[src/rtl/ehgu_arith_arbiter.sv]
// ============================================================================
// Module   : ehgu_arith_arbiter
// Brief    : Round-robin arbiter feeding a one-deep modular/saturating
//            add/sub unit. Optional flag counter: EHGU_ARITH_ARB_STATS_EN.
// Revision : 1.0 - initial release
// ============================================================================
`default_nettype none

package ehgu_config_pkg;
  localparam int DP_WIDTH = 8;
endpackage

module ehgu_arith_arbiter #(
  parameter int NUM_REQ  = 4,
  parameter int DP_WIDTH = ehgu_config_pkg::DP_WIDTH,
  localparam int IDW     = (NUM_REQ > 1) ? $clog2(NUM_REQ) : 1
) (
  input  logic                         clk,
  input  logic                         rst_n,
  input  logic [NUM_REQ-1:0]           i_req_valid,
  output logic [NUM_REQ-1:0]           o_req_ready,
  input  logic [2*NUM_REQ-1:0]         i_req_op,
  input  logic [DP_WIDTH*NUM_REQ-1:0]  i_req_a,
  input  logic [DP_WIDTH*NUM_REQ-1:0]  i_req_b,
  input  logic [DP_WIDTH:0]            i_cfg_modulo,
  input  logic [DP_WIDTH-1:0]          i_cfg_max,
  input  logic [DP_WIDTH-1:0]          i_cfg_min,
  output logic                         o_rsp_valid,
  input  logic                         i_rsp_ready,
  output logic [IDW-1:0]               o_rsp_id,
  output logic [DP_WIDTH-1:0]          o_rsp_data,
  output logic                         o_rsp_flag
`ifdef EHGU_ARITH_ARB_STATS_EN
  ,
  output logic [15:0]                  o_stat_flag_cnt
`endif
);

  logic [IDW-1:0]      r_ptr;
  logic                r_valid;
  logic [IDW-1:0]      r_id;
  logic [DP_WIDTH-1:0] r_data;
  logic                r_flag;

  logic                w_found;
  logic [IDW-1:0]      w_gnt;
  logic                w_free;
  logic                w_xfer;
  logic [1:0]          w_op;
  logic [DP_WIDTH-1:0] w_a;
  logic [DP_WIDTH-1:0] w_b;
  logic [DP_WIDTH:0]   w_sum;
  logic [DP_WIDTH:0]   w_bmin;
  logic [DP_WIDTH+1:0] w_wrap;
  logic [DP_WIDTH-1:0] w_res;
  logic                w_flag;

  // First valid requester at or after r_ptr, wrapping upward.
  always_comb begin
    int v_idx;
    w_found = 1'b0;
    w_gnt   = '0;
    v_idx   = 0;
    for (int i = 0; i < NUM_REQ; i++) begin
      if (!w_found) begin
        v_idx = int'(r_ptr) + i;
        if (v_idx >= NUM_REQ) v_idx = v_idx - NUM_REQ;
        if (i_req_valid[v_idx]) begin
          w_found = 1'b1;
          w_gnt   = IDW'(v_idx);
        end
      end
    end
  end

  // Gating with rst_n keeps ready low for the whole asynchronous reset window.
  assign w_free = rst_n & (~r_valid | i_rsp_ready);
  assign w_xfer = w_found & w_free;

  always_comb begin
    o_req_ready = '0;
    if (w_xfer) o_req_ready[w_gnt] = 1'b1;
  end

  assign w_op = i_req_op[int'(w_gnt)*2 +: 2];
  assign w_a  = i_req_a[int'(w_gnt)*DP_WIDTH +: DP_WIDTH];
  assign w_b  = i_req_b[int'(w_gnt)*DP_WIDTH +: DP_WIDTH];

  always_comb begin
    w_sum  = {1'b0, w_a} + {1'b0, w_b};
    w_bmin = {1'b0, w_b} + {1'b0, i_cfg_min};
    w_wrap = {2'b00, w_a} + {1'b0, i_cfg_modulo} - {2'b00, w_b};
    w_res  = '0;
    w_flag = 1'b0;
    case (w_op)
      2'b00: begin
        if (w_sum >= i_cfg_modulo) begin
          w_res  = DP_WIDTH'(w_sum - i_cfg_modulo);
          w_flag = 1'b1;
        end else begin
          w_res  = w_sum[DP_WIDTH-1:0];
        end
      end
      2'b01: begin
        if (w_sum > {1'b0, i_cfg_max}) begin
          w_res  = i_cfg_max;
          w_flag = 1'b1;
        end else begin
          w_res  = w_sum[DP_WIDTH-1:0];
        end
      end
      2'b10: begin
        if (w_a < w_b) begin
          w_res  = w_wrap[DP_WIDTH-1:0];
          w_flag = 1'b1;
        end else begin
          w_res  = w_a - w_b;
        end
      end
      default: begin
        if ({1'b0, w_a} < w_bmin) begin
          w_res  = i_cfg_min;
          w_flag = 1'b1;
        end else begin
          w_res  = w_a - w_b;
        end
      end
    endcase
  end

  always_ff @(posedge clk or negedge rst_n) begin
    if (!rst_n) begin
      r_ptr   <= '0;
      r_valid <= 1'b0;
      r_id    <= '0;
      r_data  <= '0;
      r_flag  <= 1'b0;
    end else if (w_xfer) begin
      r_valid <= 1'b1;
      r_id    <= w_gnt;
      r_data  <= w_res;
      r_flag  <= w_flag;
      r_ptr   <= (w_gnt == IDW'(NUM_REQ - 1)) ? '0 : w_gnt + 1'b1;
    end else if (i_rsp_ready) begin
      r_valid <= 1'b0;
    end
  end

  assign o_rsp_valid = r_valid;
  assign o_rsp_id    = r_id;
  assign o_rsp_data  = r_data;
  assign o_rsp_flag  = r_flag;

`ifdef EHGU_ARITH_ARB_STATS_EN
  logic [15:0] r_flag_cnt;

  always_ff @(posedge clk or negedge rst_n) begin
    if (!rst_n) begin
      r_flag_cnt <= '0;
    end else if (w_xfer && w_flag && (r_flag_cnt != 16'hFFFF)) begin
      r_flag_cnt <= r_flag_cnt + 16'd1;
    end
  end

  assign o_stat_flag_cnt = r_flag_cnt;
`endif

endmodule

`default_nettype wire

[config.mk]
export PLATFORM = sky130hd
export DESIGN_NAME = ehgu_arith_arbiter
export DESIGN_NICKNAME = d
export VERILOG_FILES = /design/src/rtl/ehgu_arith_arbiter.sv
export SDC_FILE = /design/constraint.sdc
export NUM_CORES = 1
export LEC_CHECK = 0
export ABC_CLOCK_PERIOD_IN_PS = 16500
export BUFFER_PORTS_ARGS = -buffer_cell sky130_fd_sc_hd__clkbuf_2
export CORE_ASPECT_RATIO = 0.75
export CORE_MARGIN = 2
export CORE_UTILIZATION = 25
export CTS_BUF_LIST = sky130_fd_sc_hd__clkbuf_4 sky130_fd_sc_hd__clkbuf_8 sky130_fd_sc_hd__clkbuf_16
export DETAILED_ROUTE_END_ITERATION = 10
export PLACE_DENSITY = 0.55
export SLEW_MARGIN = 20
export SYNTH_ARGS = -nofsm -noshare
export SYNTH_HDL_FRONTEND = slang
export SYNTH_SLANG_ARGS = --single-unit
[constraint.sdc]
create_clock -name clk -period 16.5 [get_ports clk]
set_input_delay 0.825 -clock clk [delete_from_list [all_inputs] [get_ports clk]]
set_output_delay 0.825 -clock clk [all_outputs]
set_load 0.01 [all_outputs]
==> run metrics, run 1 <==
WL per Instance=16.5 um; chip width=155 um; CTS Buffer Depth=2; status=completed; post-route ant nets=0; final hold vios=0; Worst-Skew Late Latency=0.24 ns; Detailed Route WL=14900 um; CP Capture Type=register; CP max FO=34; Synth Register Bits=14; WP data arrival=6.54 ns; CTS root buffer=clkbuf_16; via count=4544; max-slew violations=0; drt via density=5.03; count of final setup violators=0; Reg clk slew, reported paths=0.04 ns; layout cells sized above 1=21.2%; ratio of final minimum period to clock period=39.1%; RSZ-0062 raised after global routing=false; CTS tree=done; WS Path Type=input pin to register; CP Data Required Time=16.59 ns; Mapped Area=0.00428 mm2; Distinct cells, synth=60; I/O Buffers=119; initial antenna violation count=0; clk_skew=0.000518 ns; ys flop type=dfrtp_1; max_slew headroom=34.3%; Max Cap Violations=0; Hold WS=0.486 ns; H-tree depth=1; hpwl dp=12700 um; largest net degree at the start of global routing=35; vias in the first global route=4375; Final TNS setup=0 ns; DIE HEIGHT=117 um; register area=350 um2; CTS buffer count=3; Overflow after GRT=0; Slowest-stage cell, CP=a2111oi_0; hold crit path type=register to register; Startpoint Class=input pin; syn_nets=751; hold_buf cts=0; Seq/Total Area, Yosys=8.19%; # diodes=0; 1st-pass router iterations=5; post-CTS sizing=0; WP buf/inv=5; syn_area_per_cell=7.40 um2; die area=0.0182 mm2; Post-synth ARST share=100%; synthesized instance count=578; Yosys warning total=0; GPL Wtd Cong=0.927; fill count=1870; # IOs=120; Slew @ Worst Pin=0.984 ns; row count=41; fin crit period=6.45 ns; post-synth top area share=17.8%; Post-synth EDFFs=0; Initial Utilization=25.5%; clk sinks=14; critical-path cell list=clkbuf_2 -> nor2b_4 -> nor2b_1 -> nor2_4 -> buf_4 -> inv_1 -> buf_4 -> and3_1 -> nor2_1 -> inv_1 -> ha_1 -> or3_1 -> o22ai_1 -> o41ai_1 -> xnor2_1 -> ha_1 -> o21a_1 -> o22ai_1 -> a21oi_1 -> nor4_1 -> a21oi_4 -> mux2i_1 -> a2111oi_0 -> a211oi_1; Placeable Area=0.0168 mm2; max layer used=met4; Syn-to-layout area delta=21.3%; multi-input logic area=0.00366 mm2; Yosys top cell by area=ha_1; slowest stage delay, CP=0.54 ns; routed wl met3=1110 um; met2 wire length=6090 um; first-pass GRT wire length=23800 um; DRC Markers=0; CP delay by family, top=simple AND/OR/NAND/NOR gates; Setup Buffers After CTS=0; Fmax achieved=155 MHz; nets@finish=863; wl on met1=7640 um; Initial DRC Count=258; Total GRT Usage=16.1%; leading post-synthesis cells by cell area=ha_1 (18%), dfrtp_1 (8.2%), mux2i_1 (7.5%)
state kept, by name (all words and copies together) (netlist names):
register	count
o_rsp_data	8
o_rsp_flag	1
o_rsp_id	2
o_rsp_valid	1
r_ptr	2
kinds of logic after synthesis:
| family | Yosys count | synth area share [%] |
|---|---|---|
| flops | 14 | 8.19 |
| mux | 40 | 9.59 |
| xor+xnor | 34 | 7.28 |
| buf+inv | 70 | 6.29 |
| fa+ha+maj | 71 | 22.0 |
| simple gates | 208 | 23.8 |
| compound gates | 141 | 22.8 |
worst register-to-register path: stages (launching register included):
cell,delay [ns]
dfrtp_1,0.47
mux2i_1,0.23
o22ai_1,0.13
nor2_4,0.08
buf_4,0.37
inv_1,0.10
buf_4,0.26
and3_1,0.27
nor2_1,0.36
inv_1,0.16
ha_1,0.39
or3_1,0.32
o22ai_1,0.22
o41ai_1,0.11
xnor2_1,0.45
ha_1,0.35
o21a_1,0.11
o22ai_1,0.13
a21oi_1,0.11
nor4_1,0.45
a21oi_4,0.21
mux2i_1,0.17
a2111oi_0,0.54
a211oi_1,0.10
synthesized netlist by cell type, types with 14 or more instances:
master	instances
mux2i_1	32
xnor2_1	20
dfrtp_1	14
nor2_1	32
a21oi_1	33
ha_1	61
nand2_1	72
o21ai_0	20
inv_1	52
nand3_1	24
and2_1	14
nor3_1	15
layer usage:
layer,vias up,track usage [%]
met2,162,23.7
met1,2090,25.3
met5,-,0
met3,8,2.33
li1,2284,-
met4,0,1.39
through the flow:
| step | instances | util [%] | cell area, um2 | worst slack [ns] |
|---|---|---|---|---|
| after CTS | 903 | 30.9 | 5190 | 10.12 |
| after global routing | 903 | 30.9 | 5190 | 9.68 |
| after floorplan | 578 | - | 4280 | 10.38 |
| after global placement | 900 | 30.5 | 5110 | 9.89 |
| after detailed placement | 900 | 30.5 | 5110 | 9.92 |
| final | 903 | 30.9 | 5190 | 10.05 |
cells in the final DEF, fill, tap and decap left out, types with 8 or more instances in the layout:
cell type / count
a211oi_1: 12
mux2_2: 8
xnor2_1: 20
a21oi_1: 33
inv_1: 52
ha_1: 61
nor3_1: 15
nand3_1: 24
fa_1: 8
clkbuf_2: 119
a21o_1: 13
and3_1: 8
nand2b_1: 13
mux2i_1: 32
nand2_1: 72
o21ai_0: 20
dfrtp_1: 14
and2_1: 14
nor2_1: 31
xor2_1: 13
final timing paths:
path / from / end / slack, ns / depth (start not counted)
setup / recovery: i_req_valid[2] / o_rsp_data[1] / 10.05 / 24
hold / removal: o_rsp_id[0] / o_rsp_id[0] / 0.49 / 2
setup reg to reg: r_ptr[1] / o_rsp_data[1] / 10.28 / 23
hold reg to reg: o_rsp_id[0] / o_rsp_id[0] / 0.49 / 2
max in group asynchronous: rst_n / o_rsp_flag / 15.72 / 1
min in group asynchronous: rst_n / o_rsp_valid / 0.50 / 1
area by class of cell:
cell class	instances	share of cell area (%)
inverter	53	3.83
multi-input combinational	494	70.6
sequential	14	6.75
clock buffer	3	1.45
tap	215	5.18
timing repair buffer	124	12.2
Power of run 1 is not shown: default switching activity piles up to over one toggle a cycle in this logic, so the estimate is an artifact.
==> run 2: changes to the inputs <==
--- a/config.mk
+++ b/config.mk
@@ -5,14 +5,14 @@
 export SDC_FILE = /design/constraint.sdc
 export NUM_CORES = 1
 export LEC_CHECK = 0
-export ABC_CLOCK_PERIOD_IN_PS = 16500
+export ABC_CLOCK_PERIOD_IN_PS = 5850
 export BUFFER_PORTS_ARGS = -buffer_cell sky130_fd_sc_hd__clkbuf_2
 export CORE_ASPECT_RATIO = 0.75
 export CORE_MARGIN = 2
 export CORE_UTILIZATION = 25
 export CTS_BUF_LIST = sky130_fd_sc_hd__clkbuf_4 sky130_fd_sc_hd__clkbuf_8 sky130_fd_sc_hd__clkbuf_16
 export DETAILED_ROUTE_END_ITERATION = 10
-export PLACE_DENSITY = 0.55
+export PLACE_DENSITY = 0.57
 export SLEW_MARGIN = 20
 export SYNTH_ARGS = -nofsm -noshare
 export SYNTH_HDL_FRONTEND = slang
==> constraint.sdc (replaced) <==
create_clock -name clk -period 5.85 [get_ports clk]
set_input_delay 0.2925 -clock clk [delete_from_list [all_inputs] [get_ports clk]]
set_output_delay 0.2925 -clock clk [all_outputs]
set_load 0.01 [all_outputs]
==> run 2 against run 1 <==
Clock skew up 0.0060 ns; hold slack worse by 0.12 ns; register-to-register slack got worse by 9.9 ns; flip-flop and latch count did not move; cell count up 1.0%; sequential share of layout area shrank 0.14 points; global-route usage increased by 0.052 points; via count is 0.95% higher; setup slack worse by 9.7 ns; die area stayed put; core utilization up 0.63 points.
==> run metrics, run 2 (synthesized netlist as in run 1, its figures left out) <==
status=completed (unchanged); Reg-to-Reg Start=r_ptr[0] (was r_ptr[1]); Setup Buffers After CTS=0 (unchanged); largest net degree at the start of global routing=34 (was 35); hold depth=3 (was 2); Overflow after GRT=0 (unchanged); Post-Route Utilization=31.6% (was 30.9%); Initial Utilization=25.5% (unchanged); flop-to-flop setup slack=0.38 ns (was 10.28 ns); chip width=155 um (unchanged); # diodes=0 (unchanged); clk sinks=14 (unchanged); commonest non-fill, non-tap cell in the layout=clkbuf_2 (unchanged); Final TNS setup=0 ns (unchanged); CP Data Required Time=5.94 ns (was 16.59 ns); RSZ-0062 raised after global routing=false (unchanged); # IOs=120 (unchanged); Detailed Route WL=15100 um (was 14900 um); CTS tree=done (unchanged); hpwl dp=13000 um (was 12700 um); reg-to-reg endpoint=o_rsp_data[2] (was o_rsp_data[1]); CP max FO=15 (was 34); H-tree depth=1 (unchanged); 1st-pass router iterations=5 (unchanged); Worst-Skew Late Latency=0.25 ns (was 0.24 ns); post-route ant nets=0 (unchanged); fin crit period=5.47 ns; CTS buffer count=3 (unchanged); Fmax achieved=183 MHz; Reg clk slew, reported paths=0.04 ns (about the same); final worst setup slack=0.378 ns (was 10.05 ns); GPL Wtd Cong=0.932 (was 0.927); commonest non-fill, non-tap cells in the layout=clkbuf_2 (119), nand2_1 (72), ha_1 (61) (unchanged); Syn-to-layout area delta=23.7% (was 21.3%); CTS Buffer Depth=2 (unchanged); DRC Markers=0 (unchanged); hold crit path type=input pin to register (was register to register); die area=0.0182 mm2 (unchanged); hold path endpoint=o_rsp_valid (was o_rsp_id[0]); max_slew headroom=56.6% (was 34.3%); row count=41 (unchanged); DIE HEIGHT=117 um (unchanged); clk_skew=0.00648 ns (was 0.000518 ns); vias in the first global route=4382 (was 4375); CP Capture Type=register (unchanged); Total GRT Usage=16.1% (about the same); nets@finish=872 (was 863); Slew @ Worst Pin=0.642 ns (was 0.984 ns); I/O Buffers=119 (unchanged); via count=4587 (was 4544); max-slew violations=0 (unchanged); first-pass GRT wire length=23700 um (was 23800 um); hold path startpoint=i_rsp_ready (was o_rsp_id[0]); ratio of final minimum period to clock period=93.5%; Startpoint Class=register (was input pin); drt via density=5.03 (about the same); WS Path Type=register to register (was input pin to register); Max Cap Violations=0 (unchanged); layout cells sized above 1=22.7% (was 21.2%); WL per Instance=16.5 um (about the same); max FFs per register=8 (unchanged); Initial DRC Count=314 (was 258); pre-CTS WS=0.194 ns (was 9.92 ns); count of final setup violators=0 (unchanged); cells on worst reg2reg path=23 (unchanged); initial antenna violation count=0 (unchanged); final hold vios=0 (unchanged); CTS root buffer=clkbuf_16 (unchanged); WP data arrival=5.57 ns (was 6.54 ns); Placeable Area=0.0168 mm2 (unchanged)
[run 2: worst max path at each step]
stage / slack, ns / cells past startpoint / to / start
final: 0.38 / 23 / o_rsp_data[2] / r_ptr[0]
after global routing: 0.03 / 24 / o_rsp_data[1] / r_ptr[1]
after CTS: 0.28 / 22 / o_rsp_data[4] / r_ptr[0]
after detailed placement: 0.19 / 23 / o_rsp_data[4] / i_req_valid[0]
after global placement: 0.33 / 25 / o_rsp_data[2] / i_req_valid[2]
after floorplan: 0.26 / 23 / o_rsp_data[4] / r_ptr[0]
[run 2: critical path: stages (launching register included)]
cell	delay [ns]
dfrtp_1	0.41
nor2b_1	0.08
o21ba_2	0.25
nor2_2	0.21
clkinvlp_4	0.34
nand2_1	0.14
and3_1	0.15
a31oi_1	0.07
ha_1	0.26
fa_1	0.44
a21o_1	0.20
a221o_1	0.35
nor2_1	0.18
xor2_1	0.14
ha_1	0.23
or3_1	0.40
o311ai_0	0.30
nand2_1	0.13
buf_4	0.21
mux2_2	0.29
a21oi_1	0.15
a21oi_1	0.07
a211oi_1	0.24
a211oi_1	0.08
[run 2: layout make-up]
| class | count | area [um2] |
|---|---|---|
| tap | 215 | 269 |
| clock buffer | 3 | 75.1 |
| fill | 1775 | 11500 |
| sequential | 14 | 350 |
| inverter | 53 | 203 |
| multi-input combinational | 494 | 3680 |
| timing repair buffer | 133 | 716 |
[run 2: routing by layer]
metal  global-route usage (%)  up-vias  share of wire [%]
li1                         -     2307                  -
met1                     25.4     2094                 51
met2                     23.4      178                 41
met3                     2.37        8                7.4
met4                     1.91        0               0.43
met5                        0        -                  0
[run 2: through the flow]
step                      area, um2  cells  hold slack (ns)
final                          5300    912            0.362
after global routing           5300    912            0.411
after CTS                      5270    912            0.358
after detailed placement       5190    908            0.237
after global placement         5190    908            0.236
after floorplan                4280    578         -0.00309
[run 2: repair_timing]
action                     4_1_cts  5_1_grt
hold buffers                     1        0
setup endpoints to repair        0        8
resized for setup                0        4
hold endpoints to repair        14        0
Power of run 2 is left out for the same reason.
==> run 3: changes to the inputs <==
--- a/config.mk
+++ b/config.mk
@@ -12,8 +12,10 @@
 export CORE_UTILIZATION = 25
 export CTS_BUF_LIST = sky130_fd_sc_hd__clkbuf_4 sky130_fd_sc_hd__clkbuf_8 sky130_fd_sc_hd__clkbuf_16
 export DETAILED_ROUTE_END_ITERATION = 10
-export PLACE_DENSITY = 0.57
+export PLACE_DENSITY = 0.55
+export RECOVER_POWER = 25
 export SLEW_MARGIN = 20
 export SYNTH_ARGS = -nofsm -noshare
 export SYNTH_HDL_FRONTEND = slang
 export SYNTH_SLANG_ARGS = --single-unit
+export TNS_END_PERCENT = 30
==> run 3 against run 2 <==
Critical path depth down 1; core utilization about the same; setup slack better by 0.028 ns; sequential share of layout area about the same; via count down 0.26%; first-iteration DRC count unchanged; hold slack worse by 0.0077 ns; final area down 0.12%; cell count unchanged; flip-flop and latch count unchanged; register-to-register slack better by 0.03 ns.
==> run metrics, run 3 (synthesized netlist as in run 1, its figures left out) <==
GPL Wtd Cong=0.866 (was 0.932); 1st-pass router iterations=5 (unchanged); Slowest-stage cell, CP=a2111oi_0 (was fa_1); clk_skew=0.000720 ns (was 0.00648 ns); status=completed (unchanged); chip width=155 um (unchanged); first-pass GRT wire length=23800 um (was 23700 um); max FFs per register=8 (unchanged); I/O Buffers=119 (unchanged); Total GRT Usage=16.3% (was 16.1%); CP Data Required Time=5.95 ns (was 5.94 ns); design area=0.00529 mm2 (was 0.00530 mm2); Initial DRC Count=314 (unchanged); critical-path cell list=nand2_2 -> a221oi_4 -> nor2_2 -> buf_4 -> nand2_1 -> and3_1 -> a31oi_1 -> ha_1 -> fa_1 -> a21o_1 -> a221o_1 -> nor2_2 -> xor2_2 -> ha_1 -> o21a_1 -> o22ai_1 -> a21oi_1 -> nor4_2 -> a21oi_4 -> mux2i_1 -> a2111oi_0 -> a211oi_1 (was nor2b_1 -> o21ba_2 -> nor2_2 -> clkinvlp_4 -> nand2_1 -> and3_1 -> a31oi_1 -> ha_1 -> fa_1 -> a21o_1 -> a221o_1 -> nor2_1 -> xor2_1 -> ha_1 -> or3_1 -> o311ai_0 -> nand2_1 -> buf_4 -> mux2_2 -> a21oi_1 -> a21oi_1 -> a211oi_1 -> a211oi_1); CP max FO=20 (was 15); Max Cap Violations=0 (unchanged); cell area after placement=0.00517 mm2 (was 0.00519 mm2); count of final setup violators=0 (unchanged); WL per Instance=16.7 um (was 16.5 um); die area=0.0182 mm2 (unchanged); fill count=1830 (was 1775); WS Path Type=register to register (unchanged); DRC Markers=0 (unchanged); slowest stage delay, CP=0.48 ns (was 0.44 ns); hpwl dp=13200 um (was 13000 um); CP delay by family, top=compound AO/OA/AOI/OAI gates (unchanged); initial antenna violation count=0 (unchanged); CP Capture Type=register (unchanged); via count=4575 (was 4587); Detailed Route WL=15200 um (was 15100 um); Placeable Area=0.0168 mm2 (unchanged); DIE HEIGHT=117 um (unchanged); fin crit period=5.44 ns (was 5.47 ns); CTS Buffer Depth=2 (unchanged); Reg clk slew, reported paths=0.05 ns (was 0.04 ns); vias in the first global route=4408 (was 4382); Final TNS setup=0 ns (unchanged); layout cells sized above 1=22.7% (unchanged); post-route ant nets=0 (unchanged); commonest non-fill, non-tap cell in the layout=clkbuf_2 (unchanged); max_slew headroom=35.5% (was 56.6%); CTS buffer count=3 (unchanged); CTS root buffer=clkbuf_16 (unchanged); Hold WS=0.355 ns (was 0.362 ns); max-slew violations=0 (unchanged); WP data arrival=5.54 ns (was 5.57 ns); Syn-to-layout area delta=23.6% (was 23.7%); Worst-Skew Late Latency=0.24 ns (was 0.25 ns); RSZ-0062 raised after global routing=false (unchanged); Initial Utilization=25.5% (unchanged); Overflow after GRT=0 (unchanged); CTS tree=done (unchanged); hold crit path type=input pin to register (unchanged); # diodes=0 (unchanged); Startpoint Class=register (unchanged); WP buf/inv=1 (was 2); final hold vios=0 (unchanged); ratio of final minimum period to clock period=93.1% (was 93.5%); largest net degree at the start of global routing=34 (unchanged); # IOs=120 (unchanged); drt via density=5.02 (was 5.03); H-tree depth=1 (unchanged); row count=41 (unchanged); clk sinks=14 (unchanged); Slew @ Worst Pin=0.941 ns (was 0.642 ns); Fmax achieved=184 MHz (was 183 MHz); nets@finish=872 (unchanged); commonest non-fill, non-tap cells in the layout=clkbuf_2 (118), nand2_1 (72), ha_1 (61) (was clkbuf_2 (119), nand2_1 (72), ha_1 (61))
[run 3: cell type report]
cell class                 count  area (um2)  share of cell area (%)
clock buffer                   3        75.1                    1.42
multi-input combinational    494        3690                    69.8
sequential                    14         350                    6.62
inverter                      53         199                    3.76
tap                          215         269                    5.09
timing repair buffer         133         706                    13.3
[run 3: worst paths after layout]
check,start,slack [ns],cells past startpoint,endpoint
worst max-delay path,r_ptr[1],0.41,22,o_rsp_data[1]
worst min-delay path,i_rsp_ready,0.35,3,o_rsp_valid
worst max register to register,r_ptr[1],0.41,22,o_rsp_data[1]
worst min register to register,o_rsp_flag,0.49,1,o_rsp_flag
max in group asynchronous,rst_n,4.65,2,o_rsp_data[5]
min in group asynchronous,rst_n,0.68,2,o_rsp_valid
[run 3: worst register-to-register path: stages, from the launching register on]
cell and delay, ns:
dfrtp_1 0.47, nand2_2 0.11, a221oi_4 0.35, nor2_2 0.10, buf_4 0.22, nand2_1 0.09
and3_1 0.15, a31oi_1 0.08, ha_1 0.30, fa_1 0.44, a21o_1 0.22, a221o_1 0.37
nor2_2 0.20, xor2_2 0.27, ha_1 0.30, o21a_1 0.19, o22ai_1 0.12, a21oi_1 0.09
nor4_2 0.32, a21oi_4 0.19, mux2i_1 0.16, a2111oi_0 0.48, a211oi_1 0.11
[run 3: layer usage]
metal,wire length [um],GRT usage [%]
met1,7970,25.6
met2,6200,23.9
met3,1010,2.29
met4,52,1.79
met5,0,0
[run 3: what timing repair did]
item                       CTS  global route
setup endpoints to repair    0             9
buffers inserted             0             0
resized for setup            0             6
hold endpoints to repair    14             0
hold buffers                 1             0
[run 3: per-stage QoR]
stage               utilization, %  setup slack (ns)  std cells
floorplan                        -             0.264        578
global placement              30.8             0.291        908
detailed placement            30.8             0.168        908
CTS                           31.3             0.185        912
global route                  31.5            0.0152        912
finish                        31.5             0.406        912
Power of run 3 is left out for the same reason.
